File: config.mk
export PLATFORM = sky130hd
export DESIGN_NAME = glitch_sequencer
export DESIGN_NICKNAME = d
export VERILOG_FILES = /design/src/rtl/glitch_sequencer.sv
export SDC_FILE = /design/constraint.sdc
export NUM_CORES = 1
export LEC_CHECK = 0
export CAP_MARGIN = 5
export CORE_UTILIZATION = 46
export DETAILED_ROUTE_END_ITERATION = 10
export GPL_ROUTABILITY_DRIVEN = 0
export GPL_TIMING_DRIVEN = 0
export PLACE_DENSITY = 0.72
export SYNTH_ARGS = -nofsm -noshare
export SYNTH_HDL_FRONTEND = slang
export SYNTH_SLANG_ARGS = --single-unit
File: constraint.sdc
create_clock -name clk -period 2.8 [get_ports clk]
set_clock_uncertainty 0.05 [all_clocks]
set_input_delay 0.7 -clock clk [delete_from_list [all_inputs] [get_ports clk]]
set_output_delay 0.7 -clock clk [all_outputs]
set_load 0.02 [all_outputs]
File: src/rtl/glitch_sequencer.sv
// glitch_sequencer: arm/trigger driven scheduler of delayed glitch pulse trains, config shadowed at arm.
// Optional feature macro GLITCH_SWEEP_EN adds a per-sequence delay sweep (offset += cfg_step on DONE).
module glitch_sequencer #(
    parameter int DELAY_W = 16,
    parameter int WIDTH_W = 8,
    parameter int COUNT_W = 8
) (
    input  logic               clk,
    input  logic               rst,
    input  logic               arm,
    input  logic               abort,
    input  logic               trigger,
    input  logic [DELAY_W-1:0] cfg_delay,
    input  logic [WIDTH_W-1:0] cfg_width,
    input  logic [WIDTH_W-1:0] cfg_gap,
    input  logic [COUNT_W-1:0] cfg_count,
`ifdef GLITCH_SWEEP_EN
    input  logic [DELAY_W-1:0] cfg_step,
    input  logic               sweep_clr,
    output logic [DELAY_W-1:0] cur_delay,
`endif
    output logic               glitch,
    output logic               busy,
    output logic               done,
    output logic [COUNT_W-1:0] shots
);

    typedef enum logic [2:0] {
        S_IDLE  = 3'd0,
        S_ARMED = 3'd1,
        S_DELAY = 3'd2,
        S_PULSE = 3'd3,
        S_GAP   = 3'd4,
        S_DONE  = 3'd5
    } state_t;

    localparam logic [DELAY_W-1:0] CNT_ONE = DELAY_W'(1'b1);
    localparam logic [WIDTH_W-1:0] W_ONE   = WIDTH_W'(1'b1);
    localparam logic [COUNT_W-1:0] N_ONE   = COUNT_W'(1'b1);

    state_t             state_q,  state_d;
    logic               trig_q,   trig_d;
    logic [DELAY_W-1:0] cnt_q,    cnt_d;
    logic [DELAY_W-1:0] d_sh_q,   d_sh_d;
    logic [WIDTH_W-1:0] w_sh_q,   w_sh_d;
    logic [WIDTH_W-1:0] g_sh_q,   g_sh_d;
    logic [COUNT_W-1:0] n_sh_q,   n_sh_d;
    logic [COUNT_W-1:0] pulses_q, pulses_d;
    logic               glitch_q, glitch_d;
    logic               busy_q,   busy_d;
    logic               done_q,   done_d;
    logic [COUNT_W-1:0] shots_q,  shots_d;

    logic               trig_edge_s;
    logic [DELAY_W-1:0] arm_delay_s;

    // Zero-to-one substitution applied to width/gap shadows at arm time.
    function automatic logic [WIDTH_W-1:0] nz_w(input logic [WIDTH_W-1:0] v);
        if (v == '0) begin
            nz_w = W_ONE;
        end else begin
            nz_w = v;
        end
    endfunction

    // Zero-to-one substitution applied to the pulse-count shadow at arm time.
    function automatic logic [COUNT_W-1:0] nz_n(input logic [COUNT_W-1:0] v);
        if (v == '0) begin
            nz_n = N_ONE;
        end else begin
            nz_n = v;
        end
    endfunction

    assign trig_edge_s = trigger & ~trig_q;

`ifdef GLITCH_SWEEP_EN
    logic [DELAY_W-1:0] offset_q, offset_d;

    assign arm_delay_s = cfg_delay + offset_q;
    assign cur_delay   = arm_delay_s;

    // Sweep offset: cleared on request, otherwise advanced by one step per completed sequence.
    always_comb begin
        offset_d = offset_q;
        if (sweep_clr) begin
            offset_d = '0;
        end else if ((state_q == S_DONE) && !abort) begin
            offset_d = offset_q + cfg_step;
        end else begin
            offset_d = offset_q;
        end
    end

    // Sweep offset register.
    always_ff @(posedge clk) begin
        if (rst) begin
            offset_q <= '0;
        end else begin
            offset_q <= offset_d;
        end
    end
`else
    assign arm_delay_s = cfg_delay;
`endif

    // Next-state, counters, shadows and registered-output decode.
    always_comb begin
        state_d  = state_q;
        trig_d   = trigger;
        cnt_d    = cnt_q;
        d_sh_d   = d_sh_q;
        w_sh_d   = w_sh_q;
        g_sh_d   = g_sh_q;
        n_sh_d   = n_sh_q;
        pulses_d = pulses_q;

        if (abort) begin
            state_d = S_IDLE;
        end else begin
            case (state_q)
                S_IDLE: begin
                    if (arm) begin
                        state_d  = S_ARMED;
                        d_sh_d   = arm_delay_s;
                        w_sh_d   = nz_w(cfg_width);
                        g_sh_d   = nz_w(cfg_gap);
                        n_sh_d   = nz_n(cfg_count);
                        pulses_d = '0;
                    end else begin
                        state_d = S_IDLE;
                    end
                end
                S_ARMED: begin
                    if (!trig_edge_s) begin
                        state_d = S_ARMED;
                    end else if (d_sh_q == '0) begin
                        state_d  = S_PULSE;
                        cnt_d    = DELAY_W'(w_sh_q);
                        pulses_d = pulses_q + N_ONE;
                    end else begin
                        state_d = S_DELAY;
                        cnt_d   = d_sh_q;
                    end
                end
                S_DELAY: begin
                    if (cnt_q == CNT_ONE) begin
                        state_d  = S_PULSE;
                        cnt_d    = DELAY_W'(w_sh_q);
                        pulses_d = pulses_q + N_ONE;
                    end else begin
                        cnt_d = cnt_q - CNT_ONE;
                    end
                end
                S_PULSE: begin
                    if (cnt_q != CNT_ONE) begin
                        cnt_d = cnt_q - CNT_ONE;
                    end else if (pulses_q == n_sh_q) begin
                        state_d = S_DONE;
                    end else begin
                        state_d = S_GAP;
                        cnt_d   = DELAY_W'(g_sh_q);
                    end
                end
                S_GAP: begin
                    if (cnt_q == CNT_ONE) begin
                        state_d  = S_PULSE;
                        cnt_d    = DELAY_W'(w_sh_q);
                        pulses_d = pulses_q + N_ONE;
                    end else begin
                        cnt_d = cnt_q - CNT_ONE;
                    end
                end
                S_DONE: begin
                    state_d = S_IDLE;
                end
                default: begin
                    state_d = S_IDLE;
                end
            endcase
        end

        // Outputs are flopped decodes of the current state; abort masks them for the next cycle.
        glitch_d = (state_q == S_PULSE) && !abort;
        busy_d   = (state_q != S_IDLE) && !abort;
        done_d   = (state_q == S_DONE) && !abort;
        if ((state_q != S_IDLE) && !abort) begin
            shots_d = pulses_q;
        end else begin
            shots_d = shots_q;
        end
    end

    // State, counter, shadow and output registers.
    always_ff @(posedge clk) begin
        if (rst) begin
            state_q  <= S_IDLE;
            trig_q   <= 1'b0;
            cnt_q    <= '0;
            d_sh_q   <= '0;
            w_sh_q   <= '0;
            g_sh_q   <= '0;
            n_sh_q   <= '0;
            pulses_q <= '0;
            glitch_q <= 1'b0;
            busy_q   <= 1'b0;
            done_q   <= 1'b0;
            shots_q  <= '0;
        end else begin
            state_q  <= state_d;
            trig_q   <= trig_d;
            cnt_q    <= cnt_d;
            d_sh_q   <= d_sh_d;
            w_sh_q   <= w_sh_d;
            g_sh_q   <= g_sh_d;
            n_sh_q   <= n_sh_d;
            pulses_q <= pulses_d;
            glitch_q <= glitch_d;
            busy_q   <= busy_d;
            done_q   <= done_d;
            shots_q  <= shots_d;
        end
    end

    assign glitch = glitch_q;
    assign busy   = busy_q;
    assign done   = done_q;
    assign shots  = shots_q;

endmodule
-- After elaboration in Yosys (flattened, before gate mapping)
Index checks and enable logic that the tools add are counted.
- register bits: 79
- latch bits: 0
- RAM bits: 0
- memory bits (read-only): 0
- input port bits: 45
- output and inout bits: 11
- logic and storage cells: 70
- memories kept: 0
- add/subtract/negate cells: 2
- $mul: 0
- div/mod/pow operators: 0
- magnitude comparators: 0
- equality and inequality tests: 14
- shift-type cells: 0
- mux-type cells: 21
- bitwise operators: 3
- reductions and logical operators: 18
- operators by type and width (cell ; count):
    16-bit two-way mux ; 5
    8-bit two-way mux ; 7
    16-bit one-hot mux with 3 select lines ; 1
    8-bit logical NOT ; 3
    8-bit one-hot mux with 3 select lines ; 1
    16-bit by 1-bit equality test with 1-bit output, second input constant ; 1
    16-bit logical NOT ; 1
    16-bit by 1-bit != test with 1-bit output, second input constant ; 1
    16-bit by 1-bit subtractor with 16-bit output, second input constant ; 1
    3-bit one-hot mux with 4 select lines ; 1
    3-bit nonzero test ; 3
    8-bit by 1-bit adder with 8-bit output, second input constant ; 1
    8-bit equality test ; 1
    2-bit != test, second input constant ; 4
    3-bit by 2-bit equality test with 1-bit output, second input constant ; 2
    3-bit equality test, second input constant ; 2
    3-bit two-way mux ; 2
    6-bit AND reduction ; 1
    4-bit AND reduction ; 1
    2-bit OR reduction ; 2
    3-bit by 1-bit equality test with 1-bit output, second input constant ; 1
    1-bit logical AND ; 3
    3-bit logical NOT ; 1
    1-bit two-way mux ; 3
    other kinds (8) ; 9

-- Depth between registers and ports, before layout
- word-level depth: 4
- gate-level depth with buffers: 8
- mapped depth without buffers: 7

-- Worst setup path before layout
OpenSTA, ideal clock, no wires.
- path kind: register -> register
- from: reg cnt_q[2]
- to: reg pulses_q[5]
- setup time: 0.071 ns
- arrival: 2.522 ns
- required time: 2.679 ns
- slack: 0.157 ns
- cell stages (with the launch flop): 7
- path buffers: 1
- period minus slack after synthesis: 2.643 ns
- cell sequence: dfxtp_1 -> clkbuf_2 -> or4_4 -> or4_4 -> a221o_1 -> or4_1 -> a21oi_1
- cells in the longest elaborated chain, start to end: 3
- RTL lines (element ; line ; text):
    start, declared ; 43 ; logic [DELAY_W-1:0] cnt_q, cnt_d;
    start signal, assigned ; 212 ; cnt_q <= cnt_d;
    16-bit by 1-bit equality test with 1-bit output ; 147, 166 ;
    2-bit by 1-bit != test with 1-bit output (no line) ; -- ;
    6-bit AND reduction (no line) ; -- ;
    end signal, assigned ; 217 ; pulses_q <= pulses_d;
    end, declared ; 48 ; logic [COUNT_W-1:0] pulses_q, pulses_d;
No other way between the ends.
A chain may end at the register's enable or synchronous reset.

-- Worst setup path after layout
- from: reg cnt_q[10]
- to: reg pulses_q[3]
Same word-level chain as after synthesis.

==> results.yml <==
worst_setup_path:
  start_kind: "register"
  criticalPathCategory: "reg2reg"
  rrSetupSlack_ns: 0.04
  cp.arrival_ns: 3.01
  r2r_start: "cnt_q[10]"
  crit_path_max_incr_delay_ns: 0.53
  cp_slowest_cell: "or4_4"
  reg2reg_to: "pulses_q[3]"
  crit_path_max_fanout: 8
  cp_common_cell: "or4_4"
  critPathCaptureType: "register"
  required_ns: 3.04
  reg2reg_depth: 6
  path_cells: "or4_4 > buf_6 > or4_4 > a221o_2 > or4_4 > a21oi_2"
finish:
  final_nets: 618
  register_area_sq_um: 1590
  design_area_sq_um: 4900
  final_core_util: 0.594
  num_antenna_cells: 0
  num-fill-cells: 781
  instances_no_fill: 679
  drive_gt1_frac: 0.0871
  area_delta_synth_final_pct: 24.6
  multiInputGateArea_sq_um: 2190
grt:
  grt_usage: 0.265
  first_global_vias: 3765
  grt_max_degree: 14
  grt_antenna_before_repair: 0
  grt_pass1_wl_microns: 18400
  gr-total-overflow: 0
yosys:
  synth_adder_area_share: 0.00954
  postSynthCellCount: 498
  synth_xor_area_frac: 0.0312
  synth_top_cell_by_area: "dfxtp_1"
  netlist_area_sq_um: 3930
  synth_top_area_share: 0.402
  syn_area_per_cell_sq_um: 7.90
  synth_top_family_by_area: "compound AO/OA/AOI/OAI gates"
  synth_area_leaders: "dfxtp_1 (40%), nand2_1 (8.9%), a21oi_1 (8.7%)"
  ys_seq_elements: 79
  ys.flop_type: "dfxtp_1"
  synth_mux_area_frac: 0
  yosys.area_share.simple: 0.243
  synth_edf_count: 0
  ys_seq_area_frac: 0.402
  synth_compound_area_frac: 0.264
  async_flop_share: 0
  synthesis.nets: 546
  synth_warnings: 0
  synth_cell_types: 59
timing:
  setup-tns-final_ns: 0
  drv_slew: 0
  finalHoldViolations: 0
  tightest_slew_ns: 0.747
  rsz0062_at_grt: "yes"
  relSlewSlack: 0.501
  holdWs_ns: 0.414
  setup_violations: 0
  min_period_ns: 2.76
  fmax_mhz: 362
  layout_setup_ws_ns: 0.0357
  fin_crit_sh: 0.987
die:
  start_util: 0.476
  core_area_sq_um: 8260
  dieWidth_microns: 94.5
  dieArea_sq_um: 8930
  placementRows: 33
  die_h_microns: 94.5
  io_pins: 56
cts:
  cts.sinks: 79
  cts_max_path_buffers: 2
  cts_tree: "done"
  clock_latency_ns: 0.36
  postCtsHoldBufs: 0
  numCtsBuffers: 9
  htree_levels: 3
  clk_pin_slew_ns: 0.08
  cts-root-buf: "clkbuf_8"
route:
  vias: 4073
  firstDrtPassIters: 5
  drc_errors: 0
  drt_iter0_markers: 388
  ant_nets: 0
  viasPerCell: 6.00
  totalWireLength_microns: 11200
  routedWlPerCell_microns: 16.5
placed_design:
  dpl-instance-area_sq_um: 4610
  place.port_buffers: 54
  dp_cells: 657
  dp_hpwl_microns: 8190
  place_ws_ns: -0.329
job:
  cap_violations: 0
worst_hold_path:
  hp-start: "g_sh_q[5]"
  min_path_cells: 2
  hp-class: "reg2reg"
  worstHoldEndpoint: "g_sh_q[5]"
power_and_ir_drop:
  ir_worst_vdd_v: 0.000318
  leakage_nw: 1.77
  power_mw: 2.41
  cellPowerDensity_nw_per_um2: 491
outcome:
  status: "completed"
==> synth_stat cells, drive strengths merged (8+ instances only) <==
master	count
inv	10
nand2	93
nand3	9
dfxtp	79
a21oi	68
o31ai	8
nor2	18
nor3	11
o21ai	17
or4	13
clkbuf	37
nor4	14
a211oi	9
xor2	9
==> worst max-delay path: cells and delay by family, from the launching register on <==
family	cells	cell delay (ns)
buffers and inverters	1	0.15
AND/OR/NAND/NOR	3	1.56
flip-flops	1	0.36
AO/OA/AOI/OAI	2	0.57
==> report_power, final <==
part           leakage (nW)  total [mW]  internal [mW]  switching [mW]
combinational          1.04       0.365          0.164           0.200
sequential            0.645        1.20           1.16          0.0362
clock                0.0888       0.845          0.409           0.436
total                  1.77        2.41           1.73           0.672
==> per-layer routing <==
| metal | wire, microns | track usage | up-vias |
|---|---|---|---|
| met5 | 0 | 0 | - |
| met4 | 328 | 0.121 | 0 |
| met3 | 630 | 0.0354 | 31 |
| met2 | 5190 | 0.432 | 161 |
| met1 | 5030 | 0.346 | 1898 |
| li1 | - | - | 1983 |
==> worst max path at each step <==
stage | slack [ns] | from | to | depth (start not counted)
6_report | 0.04 | cnt_q[10] | pulses_q[3] | 6
5_1_grt | -0.007 | cnt_q[10] | pulses_q[3] | 6
4_1_cts | 0.006 | cnt_q[1] | pulses_q[6] | 7
3_5_place_dp | -0.33 | trigger | pulses_q[5] | 6
3_3_place_gp | -0.31 | trigger | pulses_q[1] | 7
2_1_floorplan | 0.16 | cnt_q[2] | pulses_q[5] | 6
==> flip-flops by register name, summed over array words and instances (netlist names) <==
signal / count
cnt_q: 16
shots: 8
done: 1
trig_q: 1
glitch: 1
d_sh_q: 16
state_q: 3
w_sh_q: 8
pulses_q: 8
g_sh_q: 8
busy: 1
n_sh_q: 8
==> kinds of logic (layout without fill, tap and decap cells) <==
logic type                 count (synthesis)  after routing
buffers and inverters                     50            126
DFF                                       79             79
xor gates and xnor gates                  14             14
AOI/OAI and AO/OA                        160            160
and+or+nand+nor                          192            192
adders and majority gates                  3              3
==> placed cells by master, fill, tap and decap left out, drive strengths merged, types with 5 or more instances in the layout <==
| master | synthesis | routed |
|---|---|---|
| o21ai | 17 | 17 |
| nor3 | 11 | 11 |
| a21oi | 68 | 68 |
| a31oi | 5 | 5 |
| nand2 | 93 | 93 |
| nand3 | 9 | 9 |
| xor2 | 9 | 9 |
| a221oi | 7 | 7 |
| buf | 3 | 11 |
| a211oi | 9 | 9 |
| nor2 | 18 | 18 |
| o31ai | 8 | 8 |
| clkdlybuf4s50 | 0 | 53 |
| nor4 | 14 | 14 |
| clkbuf | 37 | 46 |
| or4 | 13 | 13 |
| dfxtp | 79 | 79 |
| xnor2 | 5 | 5 |
| inv | 10 | 11 |
| o311a | 5 | 5 |
| a21o | 7 | 7 |
| or2 | 5 | 5 |
==> area by class of cell <==
| cell class | instances | area share |
|---|---|---|
| clock inverters | 5 | 0.0120 |
| well taps | 105 | 0.0268 |
| flip-flops and latches | 79 | 0.324 |
| inverters | 10 | 0.00766 |
| repair buffers | 62 | 0.123 |
| multi-input cells | 369 | 0.447 |
| clock buffers | 10 | 0.0260 |
| plain buffers | 39 | 0.0332 |
==> repair_timing <==
action | CTS | global route
endpoints found under the setup margin | 24 | 17
pin swaps | 4 | 4
resized for setup | 11 | 8
cloned | 1 | 0
buffers inserted | 3 | 4
Power figures use the tool's default switching activity.
